--- src/rtl/mem_arbiter.sv ---
// mem_arbiter: single-port memory front end below the CPU datapath.
// Serialises instruction fetches and data loads/stores onto one
// request/grant/response bus. Data requests win over fetches.
// Optional watchdog: define MEM_ARB_TIMEOUT_EN to enable the
// TIMEOUT_CYCLES cycle watchdog and the bus_err pulse.
//
// Bus handshake: bus_req is held high with stable bus_we/addr/wdata/be
// until a cycle with bus_gnt=1 (request accepted on that rising edge);
// exactly one later cycle with bus_rvalid=1 completes it (read data or
// write acknowledge). bus_gnt outside *_REQ and bus_rvalid outside
// *_RSP are ignored.
module mem_arbiter #(
    parameter int TIMEOUT_CYCLES = 256
) (
    input  logic        clk,
    input  logic        rst,
    input  logic        imem_ren,
    input  logic [31:0] imem_addr,
    output logic [31:0] imem_load,
    output logic        ihit,
    input  logic        dmem_ren,
    input  logic        dmem_wen,
    input  logic [31:0] dmem_addr,
    input  logic [31:0] dmem_store,
    input  logic [2:0]  dmem_width,
    output logic [31:0] dmem_load,
    output logic        dhit,
    output logic        bus_req,
    output logic        bus_we,
    output logic [31:0] bus_addr,
    output logic [31:0] bus_wdata,
    output logic [3:0]  bus_be,
    input  logic        bus_gnt,
    input  logic        bus_rvalid,
    input  logic [31:0] bus_rdata,
    output logic        bus_err
);

    typedef enum logic [2:0] {IDLE, D_REQ, D_RSP, I_REQ, I_RSP} state_t;

    state_t      state;
    logic [31:0] cap_addr;      // full byte address of the request in flight
    logic [1:0]  off_d;
    logic [3:0]  mask_d;
    logic [3:0]  be_d;
    logic [31:0] wdata_d;
    logic [31:0] load_shifted;
    logic        fetch_match;
    logic        wd_fire;
    logic        unused_width;

    // Width bit 2 carries no meaning for this block.
    assign unused_width = dmem_width[2];

    // Lane steering for the incoming data request and the returning load.
    always_comb begin
        off_d = dmem_addr[1:0];
        case (dmem_width[1:0])
            2'b00:   mask_d = 4'b0001;
            2'b01:   mask_d = 4'b0011;
            default: mask_d = 4'b1111;
        endcase
        // Lanes shifted past byte 3 fall off the 4-bit result.
        be_d         = mask_d << off_d;
        wdata_d      = dmem_store << {off_d, 3'b000};
        load_shifted = bus_rdata >> {cap_addr[1:0], 3'b000};
        // A fetch result is only delivered if the datapath still wants it.
        fetch_match  = imem_ren && (imem_addr == cap_addr);
    end

`ifdef MEM_ARB_TIMEOUT_EN
    localparam int CNT_W = 16;
    logic [CNT_W-1:0] wd_cnt;

    // Fires in the TIMEOUT_CYCLES-th cycle spent in one busy state.
    assign wd_fire = (state != IDLE) && (wd_cnt == CNT_W'(TIMEOUT_CYCLES - 1));
`else
    logic [31:0] unused_timeout;

    // No watchdog: the parameter is only referenced to keep one interface.
    assign unused_timeout = 32'(TIMEOUT_CYCLES);
    assign wd_fire        = 1'b0;
    assign bus_err        = 1'b0;
`endif

    // Arbitration FSM with all bus and datapath outputs registered.
    always_ff @(posedge clk) begin
        if (rst) begin
            state     <= IDLE;
            cap_addr  <= '0;
            bus_req   <= 1'b0;
            bus_we    <= 1'b0;
            bus_addr  <= '0;
            bus_wdata <= '0;
            bus_be    <= '0;
            ihit      <= 1'b0;
            dhit      <= 1'b0;
            imem_load <= '0;
            dmem_load <= '0;
`ifdef MEM_ARB_TIMEOUT_EN
            bus_err   <= 1'b0;
            wd_cnt    <= '0;
`endif
        end else begin
            ihit <= 1'b0;
            dhit <= 1'b0;
`ifdef MEM_ARB_TIMEOUT_EN
            bus_err <= 1'b0;
            wd_cnt  <= wd_cnt + 1'b1;
`endif
            case (state)
                IDLE: begin
`ifdef MEM_ARB_TIMEOUT_EN
                    wd_cnt <= '0;
`endif
                    // The hit cycle is skipped so a request the datapath is
                    // still holding while it sees its hit is not reissued.
                    if (!(ihit || dhit)) begin
                        if (dmem_ren || dmem_wen) begin
                            state     <= D_REQ;
                            cap_addr  <= dmem_addr;
                            bus_req   <= 1'b1;
                            bus_we    <= dmem_wen;
                            bus_addr  <= {dmem_addr[31:2], 2'b00};
                            bus_wdata <= wdata_d;
                            bus_be    <= be_d;
                        end else if (imem_ren) begin
                            state     <= I_REQ;
                            cap_addr  <= imem_addr;
                            bus_req   <= 1'b1;
                            bus_we    <= 1'b0;
                            bus_addr  <= {imem_addr[31:2], 2'b00};
                            bus_wdata <= '0;
                            bus_be    <= 4'b1111;
                        end
                    end
                end
                D_REQ, I_REQ: begin
                    if (bus_gnt) begin
                        state   <= (state == D_REQ) ? D_RSP : I_RSP;
                        bus_req <= 1'b0;
`ifdef MEM_ARB_TIMEOUT_EN
                        wd_cnt  <= '0;
`endif
                    end
                end
                D_RSP: begin
                    if (bus_rvalid) begin
                        state <= IDLE;
                        dhit  <= 1'b1;
                        // Stores leave the last load value in place.
                        if (!bus_we) begin
                            dmem_load <= load_shifted;
                        end
                    end
                end
                I_RSP: begin
                    if (bus_rvalid) begin
                        state <= IDLE;
                        // A redirected fetch is dropped without a hit.
                        if (fetch_match) begin
                            ihit      <= 1'b1;
                            imem_load <= bus_rdata;
                        end
                    end
                end
                default: state <= IDLE;
            endcase
`ifdef MEM_ARB_TIMEOUT_EN
            // Watchdog abort completes the pending request with a marker value.
            if (wd_fire) begin
                state   <= IDLE;
                bus_req <= 1'b0;
                bus_err <= 1'b1;
                wd_cnt  <= '0;
                if (state == D_REQ || state == D_RSP) begin
                    dhit      <= 1'b1;
                    dmem_load <= 32'hDEADBEEF;
                end else if (fetch_match) begin
                    ihit      <= 1'b1;
                    imem_load <= 32'hDEADBEEF;
                end
            end
`endif
        end
    end

endmodule

--- config.mk ---
export PLATFORM = sky130hd
export DESIGN_NAME = mem_arbiter
export DESIGN_NICKNAME = d
export VERILOG_FILES = /design/src/rtl/mem_arbiter.sv
export SDC_FILE = /design/constraint.sdc
export NUM_CORES = 1
export LEC_CHECK = 0
export CORE_MARGIN = 1.5
export CORE_UTILIZATION = 48
export DETAILED_ROUTE_END_ITERATION = 10
export PLACE_DENSITY = 0.95
export SLEW_MARGIN = 40
export SYNTH_ARGS = -nofsm -noshare
export SYNTH_HDL_FRONTEND = slang
export SYNTH_SLANG_ARGS = --single-unit
--- constraint.sdc ---
create_clock -name clk -period 5.1 [get_ports clk]
set_input_delay 0.765 -clock clk [delete_from_list [all_inputs] [get_ports clk]]
set_output_delay 0.765 -clock clk [all_outputs]
set_load 0.02 [all_outputs]
# Word-level counts from Yosys, hierarchy flattened
# Index checks and enable logic that the tools add are counted.
# classes
n_bitwise	5
n_mux	25
n_eq_ne	10
n_reduce_logical	16
n_shift	3
# ops
operator	count
$mux W32	6
$eq A32 B32 Y1	1
$shl A32 B5 Y32	1
$shr A32 B5 Y32	1
$mux W3	6
$pmux W3 S3	1
$reduce_and A3 Y1	3
$mux W1	8
$mux W4	2
$pmux W4 S2	1
$reduce_and A4 Y1	2
$eq A3 B2 Y1 const B	2
$reduce_or A2 Y1	3
$not A1 Y1	5
$ne A2 B2 Y1 const B	2
$reduce_bool A2 Y1	2
$shl A4 B2 Y4	1
$eq A3 B1 Y1 const B	1
$eq A3 B3 Y1 const B	1
$logic_not A3 Y1	1
$ne A3 B3 Y1 const B	1
$reduce_or A3 Y1	1
$eq A2 B1 Y1 const B	1
$logic_not A2 Y1	1
4 further kinds	5
# totals
out_inout_bits	137
inputBits	138
elab_cells	70
ff_bits	171

# Depth between registers and ports, before layout
# logic_depth
ltp_word	4
mapped_depth	7
mapped_depth_nobuf	5

# Worst setup path before layout
# Ideal clock, no wire load.
# synth_path
kind	input-to-reg
start	input port imem_addr[0]
end	register imem_load[0]
t_required_ns	5.028
t_arrival_ns	2.090
slack_ns	2.938
n_path_buf	1
stages	6
path_cell_list	xor2_1 -> nor4_1 -> nand4_1 -> nor3_4 -> buf_8 -> mux2i_1
# synth_via
elab_chain_cells	3
# synth_rtl
item	line_no	source
start, declared	18	input logic [31:0] imem_addr,
$eq A32 B32 Y1	68	fetch_match = imem_ren && (imem_addr == cap_addr);
$logic_and A1 B1 Y1	68	
$reduce_and A3 Y1 (no line)	-	
end signal, assigned	163	imem_load <= bus_rdata;
end, declared	19	output logic [31:0] imem_load,
# Every way passes these cells.
# A chain may end at the register's enable or synchronous reset.

# Worst setup path in the final report
# layout_path
start	input port dmem_wen
end	register bus_wdata[1]
# layout_via
elab_chain_cells	3
# layout_rtl
item	line_no	source
start, declared	22	input logic dmem_wen,
$logic_or A1 B1 Y1 (*)	119	if (dmem_ren || dmem_wen) begin
$reduce_bool A2 Y1 (no line)	-	
$reduce_and A3 Y1 (no line)	-	
end signal, assigned	125	bus_wdata <= wdata_d;
end, declared	31	output logic [31:0] bus_wdata,
# Mark *: on every way between the ends. The rest lies on a longest branch, timed or not.

==> qor.csv <==
metric,value,unit
final_util,71.3,%
timing.final.crit_share,56.0,%
maxSlewViolCount,0,
grt_pass1_vias,6444,
ant_nets,0,
relSlewSlack,43.9,%
synth_area,0.00696,mm²
yosysSeqAreaShare,40.0,%
grt_max_degree,128,
p_total,3.36,mW
n_fill_cell,1008,
cts_num_sinks,139,
fin_area,0.0100,mm²
place_area,0.00945,mm²
yosysUniqueCellTypes,35,
tightest_slew,842,ps
worst-path-buf-inv,1,
track_usage,28.9,%
hold_path_class,register to register,
wl_per_cell,18.2,µm
grt_pass1_wl,33.6,mm
cpPeakStageDelay,600,ps
synthCells,839,
cts_resized,0,
crit_family,simple AND/OR/NAND/NOR gates,
cts_buffers,17,
cp_cell_sequence,clkdlybuf4s50_1 > or2_2 > nand2b_1 > nor2_1 > nand3_1 > a21oi_1,
dieWidth,123,µm
antenna_found_initial,0,
layout_commonest_cell,clkdlybuf4s50_1,
yosys.area.top_type,dfxtp_1,
skew,8.39,ps
drt-pass1-iter-count,5,
min_period,2860,ps
post_cts_buffers,0,
setup-violations-final,0,
via_per_inst,5.63,
clock_path_buffers,2,
outcome,"complete, no violations",
leakagePower,3.69,nW
htreeDepth,4,
cellPowerDensity,335,mW/mm²
antenna_cells,0,
die_h,123,µm
drt_iter0_markers,539,
most-common-layout-cells,"clkdlybuf4s50_1 (268), dfxtp_1 (139), nand2_1 (101), nor2_1 (98), nand2b_1 (65)",
clkTransAtPathRegs,60,ps
root_buffer,clkbuf_16,
max_freq,350,MHz
io_pins,275,
vdd_drop_max,221,µV
cts_tree,yes,
synth.top_cell.area_share,40.0,%
dieArea,0.0152,mm²
start_util,49.6,%
io_buffers,270,
path_class,input port to register,
wl,22.4,mm
end_kind,register,
synth-seq-cells,139,
num_vias,6932,
syn_area_per_cell,8.30,µm²
gr-total-overflow,0,
setup_tns,0,ps
r2r_slack,2550,ps
finalNetCount,1177,
yosysWarnings,0,
core_area,0.0140,mm²
rows,43,
crit_fanout,34,
worstPathArrival,3200,ps
cp_slowest_cell,or2_2,
drc,0,
hpwl,15.6,mm
max-cap-violations,0,
clk_latency,420,ps
yosys-top-cells-area,"dfxtp_1 (40%), mux2i_1 (9.2%), nand2b_1 (5.8%)",
syn_to_final_growth,43.9,%
rsz0062_at_grt,no,
hold_viol,0,
cts_hold_buffers,0,
gp_congestion,0.831,
critical_path_required,5450,ps
drive_gt1_share,4.76,%
start_kind,input port,
[kinds of logic (layout without fill, tap and decap cells)]
group                     after synthesis  after routing  share of synthesized area, %
other                                   1              3                        0.0539
DFF                                   139            139                          40.0
xor gates and xnor gates               33             33                          4.15
muxes                                  64             64                          9.20
AOI/OAI and AO/OA                     141            141                          14.1
and+or+nand+nor                       357            357                          24.5
buffers and inverters                 104            314                          8.04
[worst reg2reg max path, cell delays in order (launching register included)]
cell and delay [ps]:
dfxtp_1 360, or3_1 490, nor4_4 480, buf_4 670
o21ai_0 170, a311oi_1 290
[path summary, 6_finish.rpt]
path | startpoint | endpoint | cells past startpoint
worst max register to register | state[1] | bus_be[2] | 5
worst max-delay path | dmem_wen | bus_wdata[1] | 6
worst min register to register | bus_wdata[2] | bus_wdata[2] | 2
worst min-delay path | bus_wdata[2] | bus_wdata[2] | 2
[per-stage QoR]
step                setup WS (ps)  hold WS, ps  std cells
detailed placement           1870          443       1200
global placement             1940          439       1199
finish                       2240          453       1231
CTS                          2260          456       1231
floorplan                    2940          500        841
global route                 2040          478       1231
[synth_stat cells (all sizes together)]
cell	instances
a31oi	1
nand2	101
nand2b	65
buf	47
nor2	99
or4	3
a32oi	8
nor3	32
or2	1
a211oi	24
or3b	1
o21ai	14
nand3	18
and3	1
nand4	4
inv	2
mux2i	64
a311oi	34
nor2b	19
nor4	12
a21oi	43
xor2	31
xnor2	2
or3	1
a22oi	8
a2111oi	1
dfxtp	139
a211o	8
clkbuf	55
conb	1
[metal layers]
layer / GRT usage, % / up-vias / wire (µm)
li1: - / 3273 / -
met1: 32.2 / 3244 / 8540
met2: 49.5 / 356 / 10900
met3: 9.41 / 59 / 2180
met4: 14.0 / 0 / 791
met5: 0 / - / 0
[power by group]
part | internal [mW] | leakage, nW | switching, mW
clock network | 0.725 | 0.274 | 0.474
registers | 1.18 | 1.13 | 0.0742
logic | 0.404 | 2.28 | 0.502
[area by class of cell]
cell class,instances,area (µm²),share of cell area [%]
multi-input combinational,598,3650,36.5
sequential,139,2780,27.8
timing repair buffer,281,2780,27.8
clock buffer,19,443,4.42
tap,180,225,2.25
clock inverter,12,125,1.25
inverter,2,7.51,0.0749
[flip-flops by register name, summed over array words and instances, names as in the netlist, 3 cells and up]
name       flops
bus_be         4
state          3
cap_addr      31
imem_load     32
bus_wdata     32
dmem_load     32
Power figures use the tool's default switching activity.
